### src/rtl/mc_controller.sv
// Multi-cycle CPU control unit: Moore FSM sequencing fetch, decode and execute
// for 3-byte memory-reference and 1-byte register instructions.
module mc_controller #(
  parameter logic [1:0] ALU_ADD = 2'b00,
  parameter logic [1:0] ALU_SUB = 2'b01,
  parameter logic [1:0] ALU_AND = 2'b10,
  parameter logic [1:0] ALU_NOT = 2'b11
) (
  input  logic       clk,
  input  logic       rst,
  input  logic [3:0] OpCode,
  output logic       Halt,
  output logic       PCWrite,
  output logic       Jmp,
  output logic       MemRead,
  output logic       MemWrite,
  output logic       IOD,
  output logic       LdDI,
  output logic       LIR,
  output logic       LTR,
  output logic       RegSel,
  output logic       BSel,
  output logic       RegWrite,
  output logic       PcSel,
  output logic       LdC,
  output logic       LdN,
  output logic       LdZ,
  output logic       WriteSel,
  output logic [1:0] AluOp,
  output logic [1:0] RegOrMem,
  output logic       Halted
);

  typedef enum logic [3:0] {
    IDLE    = 4'd0,
    FETCH0  = 4'd1,
    DECODE  = 4'd2,
    FETCH1  = 4'd3,
    FETCH2  = 4'd4,
    MEM_LD  = 4'd5,
    MEM_ST  = 4'd6,
    MEM_ADD = 4'd7,
    WB_MEM  = 4'd8,
    JMP     = 4'd9,
    REG_MOV = 4'd10,
    REG_ALU = 4'd11,
    REG_WB  = 4'd12,
    HALT    = 4'd13
  } stateT;

  stateT      stateReg;
  stateT      stateNext;
  logic [3:0] opReg;

  always_ff @(posedge clk or posedge rst) begin
    if (rst) begin
      stateReg <= IDLE;
      opReg    <= '0;
    end else begin
      stateReg <= stateNext;
      if (stateReg == DECODE) begin
        opReg <= OpCode;
      end
    end
  end

  // DECODE branches on the live OpCode; every later state uses only opReg.
  always_comb begin
    stateNext = IDLE;
    case (stateReg)
      IDLE:    stateNext = FETCH0;
      FETCH0:  stateNext = DECODE;
      DECODE: begin
        if (!OpCode[3]) begin
          stateNext = FETCH1;
        end else begin
          case (OpCode[2:0])
            3'b000:                         stateNext = REG_MOV;
            3'b001, 3'b010, 3'b011, 3'b100: stateNext = REG_ALU;
            3'b111:                         stateNext = HALT;
            default:                        stateNext = FETCH0;
          endcase
        end
      end
      FETCH1:  stateNext = FETCH2;
      FETCH2: begin
        case (opReg[2:1])
          2'b00:   stateNext = MEM_LD;
          2'b01:   stateNext = MEM_ST;
          2'b10:   stateNext = MEM_ADD;
          default: stateNext = JMP;
        endcase
      end
      MEM_LD:  stateNext = FETCH0;
      MEM_ST:  stateNext = FETCH0;
      MEM_ADD: stateNext = WB_MEM;
      WB_MEM:  stateNext = FETCH0;
      JMP:     stateNext = FETCH0;
      REG_MOV: stateNext = FETCH0;
      REG_ALU: stateNext = REG_WB;
      REG_WB:  stateNext = FETCH0;
      HALT:    stateNext = HALT;
      default: stateNext = IDLE;
    endcase
  end

  always_comb begin
    Halt     = 1'b0;
    PCWrite  = 1'b0;
    Jmp      = 1'b0;
    MemRead  = 1'b0;
    MemWrite = 1'b0;
    IOD      = 1'b0;
    LdDI     = 1'b0;
    LIR      = 1'b0;
    LTR      = 1'b0;
    RegSel   = 1'b0;
    BSel     = 1'b0;
    RegWrite = 1'b0;
    PcSel    = 1'b0;
    LdC      = 1'b0;
    LdN      = 1'b0;
    LdZ      = 1'b0;
    WriteSel = 1'b0;
    AluOp    = ALU_ADD;
    RegOrMem = 2'b00;
    Halted   = 1'b0;
    case (stateReg)
      FETCH0, FETCH1: begin
        MemRead = 1'b1;
        LIR     = 1'b1;
        PCWrite = 1'b1;
      end
      DECODE: begin
        LdDI   = 1'b1;
        RegSel = 1'b1;
      end
      FETCH2: begin
        MemRead = 1'b1;
        LTR     = 1'b1;
        PCWrite = 1'b1;
      end
      MEM_LD: begin
        IOD      = 1'b1;
        MemRead  = 1'b1;
        RegWrite = 1'b1;
      end
      MEM_ST: begin
        IOD      = 1'b1;
        MemWrite = 1'b1;
      end
      MEM_ADD: begin
        IOD     = 1'b1;
        MemRead = 1'b1;
        BSel    = 1'b1;
        AluOp   = ALU_ADD;
        LdC     = 1'b1;
        LdZ     = 1'b1;
        LdN     = 1'b1;
      end
      WB_MEM: begin
        RegWrite = 1'b1;
        RegOrMem = 2'b01;
      end
      JMP: begin
        Jmp   = 1'b1;
        PcSel = 1'b1;
      end
      REG_MOV: begin
        RegWrite = 1'b1;
        RegOrMem = 2'b10;
        WriteSel = 1'b1;
      end
      REG_ALU: begin
        RegSel = 1'b1;
        LdZ    = 1'b1;
        LdN    = 1'b1;
        // Logical ops leave the carry flag untouched.
        case (opReg)
          4'b1001: begin AluOp = ALU_ADD; LdC = 1'b1; end
          4'b1010: begin AluOp = ALU_SUB; LdC = 1'b1; end
          4'b1011: AluOp = ALU_AND;
          4'b1100: AluOp = ALU_NOT;
          default: AluOp = ALU_ADD;
        endcase
      end
      REG_WB: begin
        RegWrite = 1'b1;
        RegOrMem = 2'b01;
        WriteSel = 1'b1;
      end
      HALT: begin
        Halt   = 1'b1;
        Halted = 1'b1;
      end
      default: ;
    endcase
  end

endmodule

### config.mk
export PLATFORM = sky130hd
export DESIGN_NAME = mc_controller
export DESIGN_NICKNAME = d
export VERILOG_FILES = /design/src/rtl/mc_controller.sv
export SDC_FILE = /design/constraint.sdc
export NUM_CORES = 1
export LEC_CHECK = 0
export CORE_MARGIN = 4
export CORE_UTILIZATION = 43
export CTS_CLUSTER_SIZE = 25
export DETAILED_ROUTE_END_ITERATION = 8
export PLACE_DENSITY = 0.77
export SLEW_MARGIN = 30
export SYNTH_ARGS = -nofsm -noshare
export SYNTH_HDL_FRONTEND = slang
export SYNTH_SLANG_ARGS = --single-unit
### constraint.sdc
create_clock -name clk -period 1.73 [get_ports clk]
set_input_delay 0.2595 -clock clk [delete_from_list [all_inputs] [get_ports clk]]
set_output_delay 0.2595 -clock clk [all_outputs]
set_load 0.05 [all_outputs]
==> results of run 1 <==
-- per-stage QoR --
stage	setup slack [ns]	area [um2]	std cells	TNS, ns
3_5_place_dp	0.0213	1340	136	0
4_1_cts	-0.149	1440	141	-0.405
2_1_floorplan	-0.433	803	90	-1.52
3_3_place_gp	0.106	1340	136	0
-- cell families after synthesis --
family	after synthesis	share of synthesized area
buf+inv	13	0.100
xor+xnor	5	0.0595
flops	8	0.272
simple gates	42	0.325
compound gates	18	0.168
mux	2	0.0408
fa+ha+maj	2	0.0340
-- timing repair --
item / in CTS
setup buffers: 2
setup endpoints to repair: 17
hold buffers: 0
gates resized for setup: 15
pin swaps: 5
==> metrics.md, run 1 <==
| Metric | Value |
|---|---|
| Largest net degree at the start of global routing | 16 |
| Root Buffer | clkbuf_4 |
| EDFF count, synth | 0 |
| Initial Util | 0.472 |
| Failed at | global routing (5_1_grt) |
| Error message | [ERROR DPL-0038] Utilization greater than 100%, impossible to legalize |
| Post-synth top cells | 13 x nor2_1, 8 x dfrtp_1, 5 x a21oi_1, 5 x o21ai_1, 5 x xnor2_1 |
| Max clock buf depth | 2 |
| Synth Instances | 90 |
| Main area contributors after synthesis | dfrtp_1 27%, nor2_1 6.6%, xnor2_1 6.0%, buf_4 4.1%, mux2_4 4.1% |
| Die width | approximately 49 um |
| H-tree levels | 1 |
| Detailed placement HPWL | about 1.8 mm |
| Synth cell types | 34 |
| Clock sinks | 8 |
| Seq/Total Area, Yosys | 0.272 |
| Final Wtd Congestion | approximately 0.87 |
| Async set-or-reset flop fraction in the synthesized netlist | 1.00 |
| Worst End Pin Type | primary output |
| Row count | 14 |
| Synth top area share | 0.272 |
| Last worst endpoint in the global-route repair_timing | LdC |
| Yosys top cell by area | dfrtp_1 |
| Post-Syn Area | about 740 um2 |
| Ys Warns | 0 |
| Avg Inst Size Synth | 8.17 um2 |
| Top-count cell post-synth | nor2_1 |
| CTS buffer count | 3 |
| Status | aborted with a tool error |
| Post-synthesis register bit count | 8 |
| Die Ht | 49.4 um |
| Port bufs | 27 |
| Top_reg_cell synth | dfrtp_1 |
| Post-Syn Nets | 98 |
| IO Count | 28 |
==> run 2, diff against run 1 <==
- CORE_AREA: default -> 4 4 65 67
- CORE_MARGIN: 4 -> default
- CORE_UTILIZATION: 43 -> default
- CTS_CLUSTER_SIZE: 25 -> default
- DIE_AREA: default -> 0 0 69 71
- PLACE_DENSITY: 0.77 -> default
- PLACE_DENSITY_LB_ADDON: default -> 0.15
==> run 2 against run 1 <==
Effect of this change:
- the flow now finishes, with violations (negative setup slack)
- area after synthesis unchanged
- synthesized cell count did not move
==> metrics.md, run 2 <==
| Metric | Value |
|---|---|
| Vias in the first global route | roughly 720 |
| Final Wtd Congestion | 0.830 (was 0.866) |
| Post-Syn Area | 736 um2 (unchanged) |
| Yosys top cell by area | dfrtp_1 (unchanged) |
| GRT Resource Usage Total | 0.0886 |
| Most common cell after layout, fill and taps aside | buf_12 |
| CTS buffer count | 3 (unchanged) |
| Setup-failing EPs final | 2 |
| Max clock buf depth | 2 (unchanged) |
| Status | finished with violations (was aborted with a tool error) |
| Crit path kind | reg2out |
| Register share of total power | 0.123 |
| Highest Clock Rate | around 560 MHz |
| Final hold violations | 0 |
| Clock sinks | 8 (unchanged) |
| Die Ht | 71 um (was 49.4 um) |
| Clk network pwr share | 0.075 |
| Drt initial violations | 14 |
| Synth top area share | 0.272 (unchanged) |
| Detailed placement HPWL | 1.65 mm (was 1.84 mm) |
| IO Count | 28 (unchanged) |
| Largest net degree at the start of global routing | 18 |
| Post-synthesis register bit count | 8 (unchanged) |
| Rel. slew slack | 0.790 |
| Initial Util | 0.202 (was 0.472) |
| Period utilisation layout | 1.04 |
| DRT antenna net count | 0 |
| Combinational Power Share | 0.801 |
| Sw frac | 0.456 |
| Startpoint Class | flop |
| Die width | 69 um (was 49.4 um) |
| Final Cell Area | 1640 um2 |
| Pwr Total | between 2 and 3 mW |
| Seq/Total Area, Yosys | 0.272 (unchanged) |
| Clock Latency Late Sink | around 0.23 ns |
| WL/cell | around 12 um |
| RSZ-0062 raised after global routing | true |
| Antenna Cells | 0 |
| Overflow after GRT | 0 |
| Largest regs | opReg x4, stateReg x4 |
| Vias/cell | 4.54 |
| Ys Warns | 0 (unchanged) |
| MaxCap Viol Count | 0 |
| Actual slew at the worst max-slew pin | between 0.3 and 0.4 ns |
| CTS tree | built |
| Reg clk slew, reported paths | ~0.040 ns |
| Post-Syn Nets | 98 (unchanged) |
| Port bufs | 27 (unchanged) |
| Die area | 4900 um2 |
| Area grow syn2layout | 123% |
| Async set-or-reset flop fraction in the synthesized netlist | 1.00 (unchanged) |
| Psw | around 1.4 mW |
| Worst VDD drop | between 600 and 700 uV |
| H-tree levels | 1 (unchanged) |
| Pint | 1.63 mW |
| Dpl cell area | 1380 um2 (was 1340 um2) |
| Initial antenna violation count | 0 |
| Worst path arrival time | between 1.5 and 2 ns |
| Hold Crit Class | in2async |
| Fin worst setup slack | -0.0619 ns |
| Row count | 22 (was 14) |
| Core Area | approximately 3600 um2 |
| Post-synth top cells | 13 x nor2_1, 8 x dfrtp_1, 5 x a21oi_1, 5 x o21ai_1, 5 x xnor2_1 (unchanged) |
| Max Transition Viols Final | 0 |
| CTS Hold Buffers Added | 0 (unchanged) |
| Crit-path max FO | 3 |
| Failing checks | negative setup slack |
| Root Buffer | clkbuf_8 (was clkbuf_4) |
| Vias | just over 800 |
| Synth Instances | 90 (unchanged) |
| LEAKAGE | between 0.6 and 0.7 nW |
| EDFF count, synth | 0 (unchanged) |
| Final wirelength | between 2 and 2.5 mm |
| Final min period | around 1.8 ns |
| Setup crit end kind | primary output |
| Power density cells | between 1500 and 2000 nW/um2 |
| Top_reg_cell synth | dfrtp_1 (unchanged) |
| Most frequent cells in the layout | 24 x buf_12, 17 x buf_4, 8 x nor2_1 |
| Layout cell share with drive strength beyond 1 | 0.567 |
| Clock Skews | between 0.0003 and 0.0004 ns |
| Main area contributors after synthesis | dfrtp_1 27%, nor2_1 6.6%, xnor2_1 6.0%, buf_4 4.1%, mux2_4 4.1% (unchanged) |
| Final nets | 144 |
| Avg Inst Size Synth | 8.17 um2 (unchanged) |
| Non-filler cells, final | around 180 |
| Crit path required time | 1.47 ns |
| Synth cell types | 34 (unchanged) |
| DR pass1 iterations | 4 |
| Placed insts | 166 (was 136) |
| DRC | 0 |
| Top-count cell post-synth | nor2_1 (unchanged) |
| First-pass GRT wire length | roughly 3.6 mm |
## run 2: cell counts after synthesis
Identical to the previous run, type by type.
## run 2: critical path, cell delays in order, from the launching register on
cell	delay [ns]
dfrtp_1	0.37
nand2b_4	0.14
or3_4	0.37
o32ai_4	0.25
buf_12	0.17
## run 2: logic make-up after synthesis
family / count (synthesis) / share of synthesized area
AND/OR/NAND/NOR: 42 / 0.325
AO/OA/AOI/OAI: 18 / 0.168
buffers and inverters: 13 / 0.100
flip-flops: 8 / 0.272
XOR/XNOR: 5 / 0.0595
multiplexers: 2 / 0.0408
adder cells (fa/ha/maj): 2 / 0.0340
## run 2: final cells by class
type / instances / area [um2]
Fill cell: 356 / 1990
Multi-Input combinational cell: 69 / 606
Sequential cell: 8 / 204
Inverter: 4 / 15.0
Clock buffer: 3 / 41.3
Timing Repair Buffer: 50 / 717
Tap cell: 48 / 60.1
## run 2: final timing paths
| kind | from | end | slack (ns) | depth (start not counted) |
|---|---|---|---|---|
| setup reg to reg | stateReg[2] | opReg[1] | 0.16 | 5 |
| max in group asynchronous | rst | stateReg[3] | 1.19 | 2 |
| hold reg to reg | opReg[3] | opReg[3] | 0.53 | 2 |
| hold / removal | rst | opReg[0] | 0.29 | 2 |
| min in group clk | opReg[3] | opReg[3] | 0.53 | 2 |
| setup / recovery | stateReg[2] | LdC | -0.06 | 4 |
## run 2: power by group through the flow
stage / Sequential [mW] / Clock (mW) / Combinational [mW]
final: 0.370 / 0.225 / 2.40
after global routing: 0.380 / 0.242 / 2.56
after CTS: 0.366 / 0.230 / 2.08
after detailed placement: 0.374 / 0 / 1.98
after global placement: 0.370 / 0 / 1.98
after floorplan: 0.364 / 0 / 1.20
## run 2: layer usage
metal / share of wire / global-route usage / vias up
met5: 0 / 0 / -
met4: 0.013 / 0.0390 / 0
met3: 0.056 / 0.0256 / 4
met2: 0.53 / 0.141 / 27
met1: 0.40 / 0.111 / 395
li1: - / - / 401
## run 2: metrics by stage
step,utilization,TNS [ns],setup WS (ns),hold slack [ns]
6_report,0.452,-0.0669,-0.0619,0.288
5_1_grt,0.452,-0.463,-0.121,0.348
4_1_cts,0.403,-0.0846,-0.0846,0.307
3_5_place_dp,0.379,0,0.0796,0.532
3_3_place_gp,0.379,0,0.0916,0.527
2_1_floorplan,-,-1.52,-0.433,0.0752
## run 2: what timing repair did
action	in CTS	in global routing
endpoints found under the setup margin	14	14
resized for setup	9	18
pin swaps	2	4
cloned	0	1
setup buffers	1	11
(Power assumes the default switching activity.)
